--- src/rtl/tjmono2_rx_align_pkg.sv ---
// Shared types and constants for the TJ-Monopix2 RX link-alignment controller.
package tjmono2_rx_align_pkg;

  localparam int NUM_DLY  = 32;
  localparam int NUM_EDGE = 2;
  localparam int NUM_SET  = 64;
  localparam int IDX_W    = 6;
  localparam int CNT_W    = 16;

  localparam logic [4:0] DEF_DLY  = 5'd2;
  localparam logic       DEF_EDGE = 1'b1;

  typedef enum logic [3:0] {
    ST_IDLE,
    ST_LOAD,
    ST_SETTLE,
    ST_MEASURE,
    ST_EVAL,
    ST_CHOOSE,
    ST_APPLY,
    ST_DONE,
    ST_FAIL
  } state_e;

endpackage

--- src/rtl/tjmono2_rx_align_run.sv ---
// Longest-passing-run tracker; a run restarts at tap 0 so it never spans edges.
module tjmono2_rx_align_run
  import tjmono2_rx_align_pkg::*;
(
  input  logic             clk_i,
  input  logic             rst_ni,
  input  logic             clear_i,
  input  logic             step_i,
  input  logic             pass_i,
  input  logic [IDX_W-1:0] idx_i,
  output logic [IDX_W-1:0] best_start_o,
  output logic [5:0]       best_len_o
);

  logic [5:0]       cur_len_q;
  logic [5:0]       best_len_q;
  logic [IDX_W-1:0] best_start_q;
  logic [5:0]       base_len;
  logic [5:0]       new_len;

  always_comb begin
    base_len = (idx_i[4:0] == 5'd0) ? 6'd0 : cur_len_q;
    new_len  = base_len + 6'd1;
  end

  always_ff @(posedge clk_i or negedge rst_ni) begin
    if (!rst_ni) begin
      cur_len_q    <= '0;
      best_len_q   <= '0;
      best_start_q <= '0;
    end else if (clear_i) begin
      cur_len_q    <= '0;
      best_len_q   <= '0;
      best_start_q <= '0;
    end else if (step_i) begin
      if (pass_i) begin
        cur_len_q <= new_len;
        // strictly greater: ties keep the earlier (lower index) run
        if (new_len > best_len_q) begin
          best_len_q   <= new_len;
          best_start_q <= idx_i - new_len + 6'd1;
        end
      end else begin
        cur_len_q <= '0;
      end
    end
  end

  assign best_start_o = best_start_q;
  assign best_len_o   = best_len_q;

endmodule

--- src/rtl/tjmono2_rx_align.sv ---
// Edge/delay sweep controller: IDLE LOAD SETTLE MEASURE EVAL CHOOSE APPLY DONE FAIL.
// Define TJMONO2_RX_ALIGN_PASS_MAP_EN to implement the 64-bit PASS_MAP register.
module tjmono2_rx_align
  import tjmono2_rx_align_pkg::*;
#(
  parameter int SETTLE_CYCLES = 256,
  parameter int WINDOW_CYCLES = 4096,
  parameter int MIN_RUN       = 3
) (
  input  logic        BUS_CLK,
  input  logic        BUS_RST_N,
  input  logic        START,
  input  logic        ABORT,
  input  logic        RX_READY,
  input  logic        RX_DEC_ERR,
  output logic [4:0]  CONF_RX_DATA_DLY,
  output logic        CONF_SAMPLING_EDGE,
  output logic        CONF_LOAD,
  output logic        RX_RST,
  output logic        BUSY,
  output logic        DONE,
  output logic        FAIL,
  output logic [5:0]  BEST_LEN,
  output logic [63:0] PASS_MAP
);

  localparam logic [CNT_W-1:0] SETTLE_LD = CNT_W'(SETTLE_CYCLES - 1);
  localparam logic [CNT_W-1:0] WINDOW_LD = CNT_W'(WINDOW_CYCLES - 1);
  localparam logic [IDX_W-1:0] LAST_IDX  = IDX_W'(NUM_SET - 1);

  state_e           state_q;
  logic [IDX_W-1:0] idx_q;
  logic [CNT_W-1:0] cnt_q;
  logic             bad_q;
  logic [IDX_W-1:0] cfg_q;
  logic [IDX_W-1:0] last_q;
  logic             load_q, rx_rst_q, busy_q, done_q, fail_q;

  logic             abort_go, start_go, step;
  logic [IDX_W-1:0] best_start, sel;
  logic [5:0]       best_len;

  assign abort_go = ABORT && (state_q != ST_IDLE);
  assign start_go = START && !ABORT &&
                    (state_q == ST_IDLE || state_q == ST_DONE || state_q == ST_FAIL);
  assign step     = (state_q == ST_EVAL) && !abort_go;
  assign sel      = best_start + IDX_W'((best_len - 6'd1) >> 1);

  tjmono2_rx_align_run u_run (
    .clk_i        (BUS_CLK),
    .rst_ni       (BUS_RST_N),
    .clear_i      (start_go),
    .step_i       (step),
    .pass_i       (!bad_q),
    .idx_i        (idx_q),
    .best_start_o (best_start),
    .best_len_o   (best_len)
  );

  always_ff @(posedge BUS_CLK or negedge BUS_RST_N) begin
    if (!BUS_RST_N) begin
      state_q  <= ST_IDLE;
      idx_q    <= '0;
      cnt_q    <= '0;
      bad_q    <= 1'b0;
      cfg_q    <= {DEF_EDGE, DEF_DLY};
      last_q   <= {DEF_EDGE, DEF_DLY};
      load_q   <= 1'b0;
      rx_rst_q <= 1'b0;
      busy_q   <= 1'b0;
      done_q   <= 1'b0;
      fail_q   <= 1'b0;
    end else begin
      load_q   <= 1'b0;
      rx_rst_q <= 1'b0;
      if (abort_go) begin
        state_q <= ST_IDLE;
        cfg_q   <= last_q;
        load_q  <= 1'b1;
        busy_q  <= 1'b0;
        done_q  <= 1'b0;
        fail_q  <= 1'b0;
      end else begin
        case (state_q)
          ST_IDLE, ST_DONE, ST_FAIL: begin
            if (start_go) begin
              state_q  <= ST_LOAD;
              idx_q    <= '0;
              cfg_q    <= '0;
              load_q   <= 1'b1;
              rx_rst_q <= 1'b1;
              busy_q   <= 1'b1;
              done_q   <= 1'b0;
              fail_q   <= 1'b0;
            end
          end
          ST_LOAD: begin
            state_q <= ST_SETTLE;
            cnt_q   <= SETTLE_LD;
          end
          ST_SETTLE: begin
            if (cnt_q == '0) begin
              state_q <= ST_MEASURE;
              cnt_q   <= WINDOW_LD;
              bad_q   <= 1'b0;
            end else begin
              cnt_q <= cnt_q - 1'b1;
            end
          end
          ST_MEASURE: begin
            if (!RX_READY || RX_DEC_ERR) bad_q <= 1'b1;
            if (cnt_q == '0) state_q <= ST_EVAL;
            else             cnt_q   <= cnt_q - 1'b1;
          end
          ST_EVAL: begin
            if (idx_q == LAST_IDX) begin
              state_q <= ST_CHOOSE;
            end else begin
              state_q  <= ST_LOAD;
              idx_q    <= idx_q + 1'b1;
              cfg_q    <= idx_q + 1'b1;
              load_q   <= 1'b1;
              rx_rst_q <= 1'b1;
            end
          end
          ST_CHOOSE: begin
            if (best_len < 6'(MIN_RUN)) begin
              state_q <= ST_FAIL;
              cfg_q   <= last_q;
              load_q  <= 1'b1;
              busy_q  <= 1'b0;
              fail_q  <= 1'b1;
            end else begin
              state_q  <= ST_APPLY;
              cfg_q    <= sel;
              last_q   <= sel;
              load_q   <= 1'b1;
              rx_rst_q <= 1'b1;
            end
          end
          ST_APPLY: begin
            state_q <= ST_DONE;
            busy_q  <= 1'b0;
            done_q  <= 1'b1;
          end
          default: state_q <= ST_IDLE;
        endcase
      end
    end
  end

`ifdef TJMONO2_RX_ALIGN_PASS_MAP_EN
  logic [63:0] pass_map_q;

  always_ff @(posedge BUS_CLK or negedge BUS_RST_N) begin
    if (!BUS_RST_N)    pass_map_q        <= '0;
    else if (start_go) pass_map_q        <= '0;
    else if (step)     pass_map_q[idx_q] <= !bad_q;
  end

  assign PASS_MAP = pass_map_q;
`else
  assign PASS_MAP = '0;
`endif

  assign CONF_SAMPLING_EDGE = cfg_q[5];
  assign CONF_RX_DATA_DLY   = cfg_q[4:0];
  assign CONF_LOAD          = load_q;
  assign RX_RST             = rx_rst_q;
  assign BUSY               = busy_q;
  assign DONE               = done_q;
  assign FAIL               = fail_q;
  assign BEST_LEN           = best_len;

endmodule

--- config.mk ---
export PLATFORM = sky130hd
export DESIGN_NAME = tjmono2_rx_align
export DESIGN_NICKNAME = d
export VERILOG_FILES = /design/src/rtl/tjmono2_rx_align_pkg.sv /design/src/rtl/tjmono2_rx_align_run.sv /design/src/rtl/tjmono2_rx_align.sv
export SDC_FILE = /design/constraint.sdc
export NUM_CORES = 1
export LEC_CHECK = 0
export CORE_MARGIN = 2
export CORE_UTILIZATION = 35
export CTS_BUF_LIST = sky130_fd_sc_hd__clkbuf_16
export CTS_CLUSTER_SIZE = 10
export DETAILED_ROUTE_END_ITERATION = 8
export PLACE_DENSITY_LB_ADDON = 0.12
export SETUP_SLACK_MARGIN = 0.02
export SLEW_MARGIN = 15
export SYNTH_ARGS = -nofsm -noshare
export SYNTH_HDL_FRONTEND = slang
export SYNTH_SLANG_ARGS = --single-unit
--- constraint.sdc ---
create_clock -name BUS_CLK -period 8.1 [get_ports BUS_CLK]
set_input_delay 1.62 -clock BUS_CLK [delete_from_list [all_inputs] [get_ports BUS_CLK]]
set_output_delay 1.62 -clock BUS_CLK [all_outputs]
set_load 0.1 [all_outputs]
==> impl_metrics.json, run 1 <==
{
  "hpwl_um": 8170,
  "syn_inst": 525,
  "routed_wl_um": 11200,
  "synth.area.top_cells": "dfrtp_1 31%, buf_4 10%, ha_1 7.3%",
  "root_buffer": "clkbuf_16",
  "synth_flop_cell": "dfrtp_1",
  "synth_top_area_cell": "dfrtp_1",
  "drcViolationCount": 0,
  "grt_pass1_wl_um": 18300,
  "yosysSeqAreaShare_pct": 33.7,
  "via_per_inst": 5.11,
  "synth_area_per_cell_um2": 8.81,
  "antenna_found_initial": 0,
  "r2r_cells": 14,
  "numPortBuffers": 22,
  "area_growth_pct": 8.82,
  "grt_usage_pct": 16.3,
  "maxSlewHeadroom_pct": 34.1,
  "grt_max_degree": 63,
  "start_util_pct": 36.2,
  "grt_pass1_vias": 3418,
  "cp_max_fo": 21,
  "antennaDiodeCount": 0,
  "cp_data_arrival_time_ns": 4.30,
  "worstMarginPinSlew_ns": 0.988,
  "htree_levels": 3,
  "synth_top_area_share_pct": 31.4,
  "ys_types": 69,
  "maxCapViolCount": 0,
  "p_total_mw": 1.55,
  "clock-sinks": 62,
  "worstPathRequired_ns": 8.30,
  "p_leak_nw": 2.14,
  "rsz0062_at_grt": "false",
  "dpl_cell_area_um2": 4750,
  "fin_crit_ns": 4.10,
  "crit_path_end": "cnt_q[5]",
  "dieHeight_um": 119,
  "wl_per_cell_um": 15.7,
  "coreArea_um2": 12800,
  "antenna_left": 0,
  "postSynth.asyncResetShare_pct": 100,
  "drt-pass1-iter-count": 5,
  "rows": 41,
  "synth_most_common_cell": "buf_4",
  "r2r_start": "idx_q[0]",
  "startpoint_type": "input port",
  "fin_area_um2": 5030,
  "gr-total-overflow": 0,
  "critPathBufInv": 1,
  "hold_viol": 0,
  "status": "completed",
  "drive_above_1_share_pct": 7.93,
  "postCtsResizedCells": 0,
  "dr.first_iter.drc_count": 207,
  "finalMaxSlewViolations": 0,
  "cts_made_buffers": 9,
  "clk_latency_ns": 0.33,
  "pin_count": 87,
  "postCtsSetupBuffers": 0,
  "r2r-end": "u_run.best_start_o[5]",
  "clock-skew-final_ns": 0.00617,
  "die_x_um": 119,
  "fin_nets": 572,
  "ff2ff_setup_slack_ns": 4.16,
  "cp_top_family": "simple AND/OR/NAND/NOR gates",
  "die_area_um2": 14100,
  "synth_edf_count": 0,
  "synth_commonest_cells": "64 x buf_4, 58 x dfrtp_1, 37 x a21oi_1",
  "cp_slowest_cell": "clkdlybuf4s50_1",
  "ir_drop_v": 0.000113,
  "cts_hold_buf": 0,
  "crit_path_end_kind": "flip-flop",
  "synth.cell_area_um2": 4620,
  "cts_tree": "yes",
  "powerDensity_nw_per_um2": 308,
  "cp.depth": 6,
  "criticalPathCategory": "in -> reg",
  "cts_buffer_depth": 2,
  "period_share_pct": 50.7,
  "ys_ff_latch": 62,
  "cp_cell_sequence": "clkdlybuf4s50_1 -> nor3_1 -> o21ai_0 -> a31oi_1 -> a21oi_1 -> or3b_2",
  "setup_viol": 0,
  "max_stage_delay_ns": 0.85,
  "fillers": 1307,
  "startpoint": "ABORT",
  "min_path_type": "reg -> reg",
  "fmax_ghz": 0.244,
  "tns_ns": 0,
  "gpl.final_weighted_congestion": 0.783,
  "cts.clk_slew.worst_paths_ns": 0.05,
  "yosysWarnings": 0,
  "num_vias": 3649
}
==> state kept, by name (all words and copies together), names as in the netlist <==
name / count
DONE: 1
BUSY: 1
u_run.cur_len_q: 6
cnt_q: 16
cfg_q: 6
u_run.best_start_o: 6
CONF_LOAD: 1
last_q: 6
state_q: 4
FAIL: 1
bad_q: 1
u_run.best_len_o: 6
idx_q: 6
RX_RST: 1
==> worst register-to-register path: stages (launching register included) <==
cell     delay (ns)
dfrtp_1        0.44
inv_1          0.11
ha_1           0.19
or4b_2         0.62
and2_1         0.28
ha_1           0.25
xnor2_1        0.27
inv_1          0.11
ha_1           0.33
fa_1           0.46
a21o_1         0.20
a21oi_1        0.18
xnor2_1        0.15
xnor2_1        0.13
o21ai_0        0.08
==> where the power goes <==
group | internal (mW) | total (mW) | switching (mW) | leakage [nW]
clock network | 0.234 | 0.375 | 0.141 | 0.145
registers | 0.364 | 0.445 | 0.0809 | 0.798
logic | 0.183 | 0.727 | 0.544 | 1.20
total | 0.781 | 1.55 | 0.766 | 2.14
==> logic make-up (layout without fill, tap and decap cells) <==
logic type / after synthesis / count (layout) / share of synthesized area, %
buffers and inverters: 118 / 72 / 14.9
AO/OA/AOI/OAI: 142 / 142 / 20.4
adder cells (fa/ha/maj): 29 / 29 / 8.17
flip-flops: 62 / 62 / 33.7
XOR/XNOR: 18 / 18 / 3.41
AND/OR/NAND/NOR: 149 / 149 / 17.9
multiplexers: 6 / 6 / 1.43
other: 1 / 64 / 0.0811
==> cells in the final DEF (no fill, tap or decap), drive strengths merged, types with 6 or more instances in the layout <==
cell / instances
o21ai: 35
nand3: 26
nor2: 29
ha: 27
or3: 6
nand2: 20
conb: 64
or2: 7
xnor2: 12
clkbuf: 9
inv: 32
o31ai: 12
clkdlybuf4s50: 21
nor3: 18
dfrtp: 58
a21oi: 37
xor2: 6
==> final cells by class <==
cell class	count	area, µm²	area share, %
inverter	30	113	2.24
clock inverter	7	58.8	1.17
clock buffer	9	225	4.48
timing repair buffer	26	245	4.87
multi-input combinational	408	2620	52.0
tap	172	215	4.28
sequential	62	1560	30.9
==> how the worst min path moves through the flow <==
stage,start,endpoint,slack [ns],cells after the start
5_1_grt,last_q[3],last_q[3],0.52,2
3_3_place_gp,last_q[3],last_q[3],0.47,2
3_5_place_dp,last_q[3],last_q[3],0.47,2
4_1_cts,last_q[3],last_q[3],0.49,2
6_report,last_q[3],last_q[3],0.49,2
2_1_floorplan,last_q[3],last_q[3],0.45,2
==> through the flow <==
step / hold WS, ns / worst slack (ns) / util [%] / cells
global route: 0.525 / 3.88 / 39.4 / 714
finish: 0.489 / 4.00 / 39.4 / 714
CTS: 0.488 / 4.12 / 39.4 / 714
floorplan: 0.448 / 4.56 / - / 588
global placement: 0.467 / 3.86 / 37.1 / 698
detailed placement: 0.474 / 3.77 / 37.2 / 698
==> routing by layer <==
metal	up-vias	part of all wire [%]	GRT usage, %
met4	0	1.1	4.39
li1	1786	-	-
met1	1784	46	21.8
met5	-	0	0
met2	69	50	26.8
met3	10	2.9	3.07
No activity file was read; power rests on OpenSTA's default activity.
==> run 2: changes to the inputs <==
clock period = 3.9 ns   (was 8.1 ns; I/O delays follow)
==> run 2 against run 1 <==
Clock-buffer cell count unchanged. Combinational power is 120% higher. Via count is 0.52% higher. Register-to-register slack got worse by 3.9 ns. Routed wire length rose by 2.4%. Global-route usage rose by 0.82 points. Clock power grew 98%. Largest cell class unchanged.
==> impl_metrics.json, run 2 (synthesis results as in run 1) <==
{
  "status": "completed",
  "min_path_type": "in -> async",
  "dr.first_iter.drc_count": 196,
  "numPortBuffers": 22,
  "num_vias": 3668,
  "gr-total-overflow": 0,
  "max_stage_delay_ns": 0.61,
  "drive_above_1_share_pct": 10.3,
  "clock-skew-final_ns": 0.00757,
  "cp_max_fo": 4,
  "dp.cells": 706,
  "critPathBufInv": 2,
  "r2r_cells": 14,
  "final_cell_mix": "64 x conb_1, 58 x dfrtp_1, 37 x a21oi_1",
  "ff2ff_setup_slack_ns": 0.28,
  "cts_hold_buf": 0,
  "multi_input_area_um2": 2620,
  "cp_cell_sequence": "inv_1 -> ha_1 -> or4b_2 -> and2_1 -> ha_1 -> xnor2_2 -> inv_1 -> ha_1 -> fa_1 -> a21o_1 -> a21oi_1 -> xnor2_1 -> xnor2_1 -> o21ai_0",
  "p_leak_nw": 2.19,
  "dieHeight_um": 119,
  "pin_count": 87,
  "hold_viol": 0,
  "critPathMostFrequentCell": "ha_1",
  "antenna_left": 0,
  "tns_ns": 0,
  "largest_register_ffs": 16,
  "rsz0062_at_grt": "false",
  "startpoint_type": "flip-flop",
  "cp_data_arrival_time_ns": 3.84,
  "period_share_pct": 92.7,
  "cp_slowest_cell": "or4b_2",
  "root_buffer": "clkbuf_16",
  "cts_made_buffers": 9,
  "fin_nets": 583,
  "drcViolationCount": 0,
  "seqCellArea_um2": 1560,
  "cts.clk_slew.worst_paths_ns": 0.06,
  "clock-sinks": 62,
  "fin_crit_ns": 3.62,
  "crit_path_end_kind": "flip-flop",
  "fin_area_um2": 5120,
  "fmax_ghz": 0.276,
  "layout_commonest_cell": "conb_1",
  "r2r-end": "u_run.best_start_o[5]",
  "die_x_um": 119,
  "cp_top_family": "adder cells",
  "maxSlewHeadroom_pct": 34.9,
  "gpl.final_weighted_congestion": 0.816,
  "drt-pass1-iter-count": 4,
  "fillers": 1305,
  "hpwl_um": 8550,
  "worstMarginPinSlew_ns": 0.973,
  "wl_per_cell_um": 15.8,
  "htree_levels": 3,
  "antenna_found_initial": 0,
  "rows": 41,
  "grt_usage_pct": 17.1,
  "routed_wl_um": 11500,
  "area_growth_pct": 10.8,
  "clk_latency_ns": 0.34,
  "top_register": "cnt_q",
  "die_area_um2": 14100,
  "criticalPathCategory": "reg -> reg",
  "grt_pass1_wl_um": 19200,
  "grt_max_degree": 37,
  "setup_viol": 0,
  "powerDensity_nw_per_um2": 628,
  "coreArea_um2": 12800,
  "maxCapViolCount": 0,
  "cts_buffer_depth": 2,
  "p_total_mw": 3.22,
  "finalMaxSlewViolations": 0,
  "r2r_start": "idx_q[1]",
  "dpl_cell_area_um2": 4820,
  "ir_drop_v": 0.000247,
  "stdcell_count": 725,
  "grt_pass1_vias": 3515,
  "worstPathRequired_ns": 4.12,
  "antennaDiodeCount": 0,
  "via_per_inst": 5.06,
  "cts_tree": "yes",
  "start_util_pct": 36.2
}
[run 2: metrics by stage]
step | setup slack, ns | util [%] | hold WS (ns)
6_report | 0.283 | 40.1 | 0.458
5_1_grt | 0.0704 | 40.1 | 0.507
4_1_cts | 0.242 | 39.9 | 0.480
3_5_place_dp | 0.243 | 37.7 | 0.466
3_3_place_gp | 0.303 | 37.7 | 0.467
2_1_floorplan | 0.358 | - | 0.448
[run 2: metal layers]
metal | share of wire (%) | wire length [µm] | vias up | GRT usage (%)
met5 | 0 | 0 | - | 0
met4 | 1.3 | 147 | 0 | 5.36
met3 | 3.8 | 432 | 11 | 3.40
met2 | 49 | 5640 | 67 | 27.5
met1 | 46 | 5240 | 1783 | 23.1
li1 | - | - | 1807 | -
[run 2: how the worst max path moves through the flow]
stage / startpoint / cells after the start / slack (ns) / to
2_1_floorplan: idx_q[0] / 14 / 0.36 / u_run.best_start_o[5]
3_3_place_gp: idx_q[1] / 14 / 0.30 / u_run.best_start_o[5]
3_5_place_dp: idx_q[1] / 14 / 0.24 / u_run.best_start_o[5]
4_1_cts: idx_q[1] / 14 / 0.24 / u_run.best_start_o[5]
5_1_grt: idx_q[1] / 14 / 0.07 / u_run.best_start_o[5]
6_report: idx_q[1] / 14 / 0.28 / u_run.best_start_o[5]
[run 2: timing repair]
action                                 in CTS  in global routing
buffers inserted                            0                  3
setup endpoints to repair                   0                  6
gates resized for setup                     0                  1
endpoints found under the hold margin       0                  0
[run 2: power by group]
group	internal (mW)	switching, mW
combinational	0.409	1.16
sequential	0.757	0.144
clock	0.430	0.312
[run 2: final cells by class]
type | instances | area share [%]
clock buffer | 9 | 4.40
clock inverter | 7 | 0.977
inverter | 30 | 2.20
multi-input combinational | 408 | 51.2
sequential | 62 | 30.4
tap | 172 | 4.20
timing repair buffer | 37 | 6.65
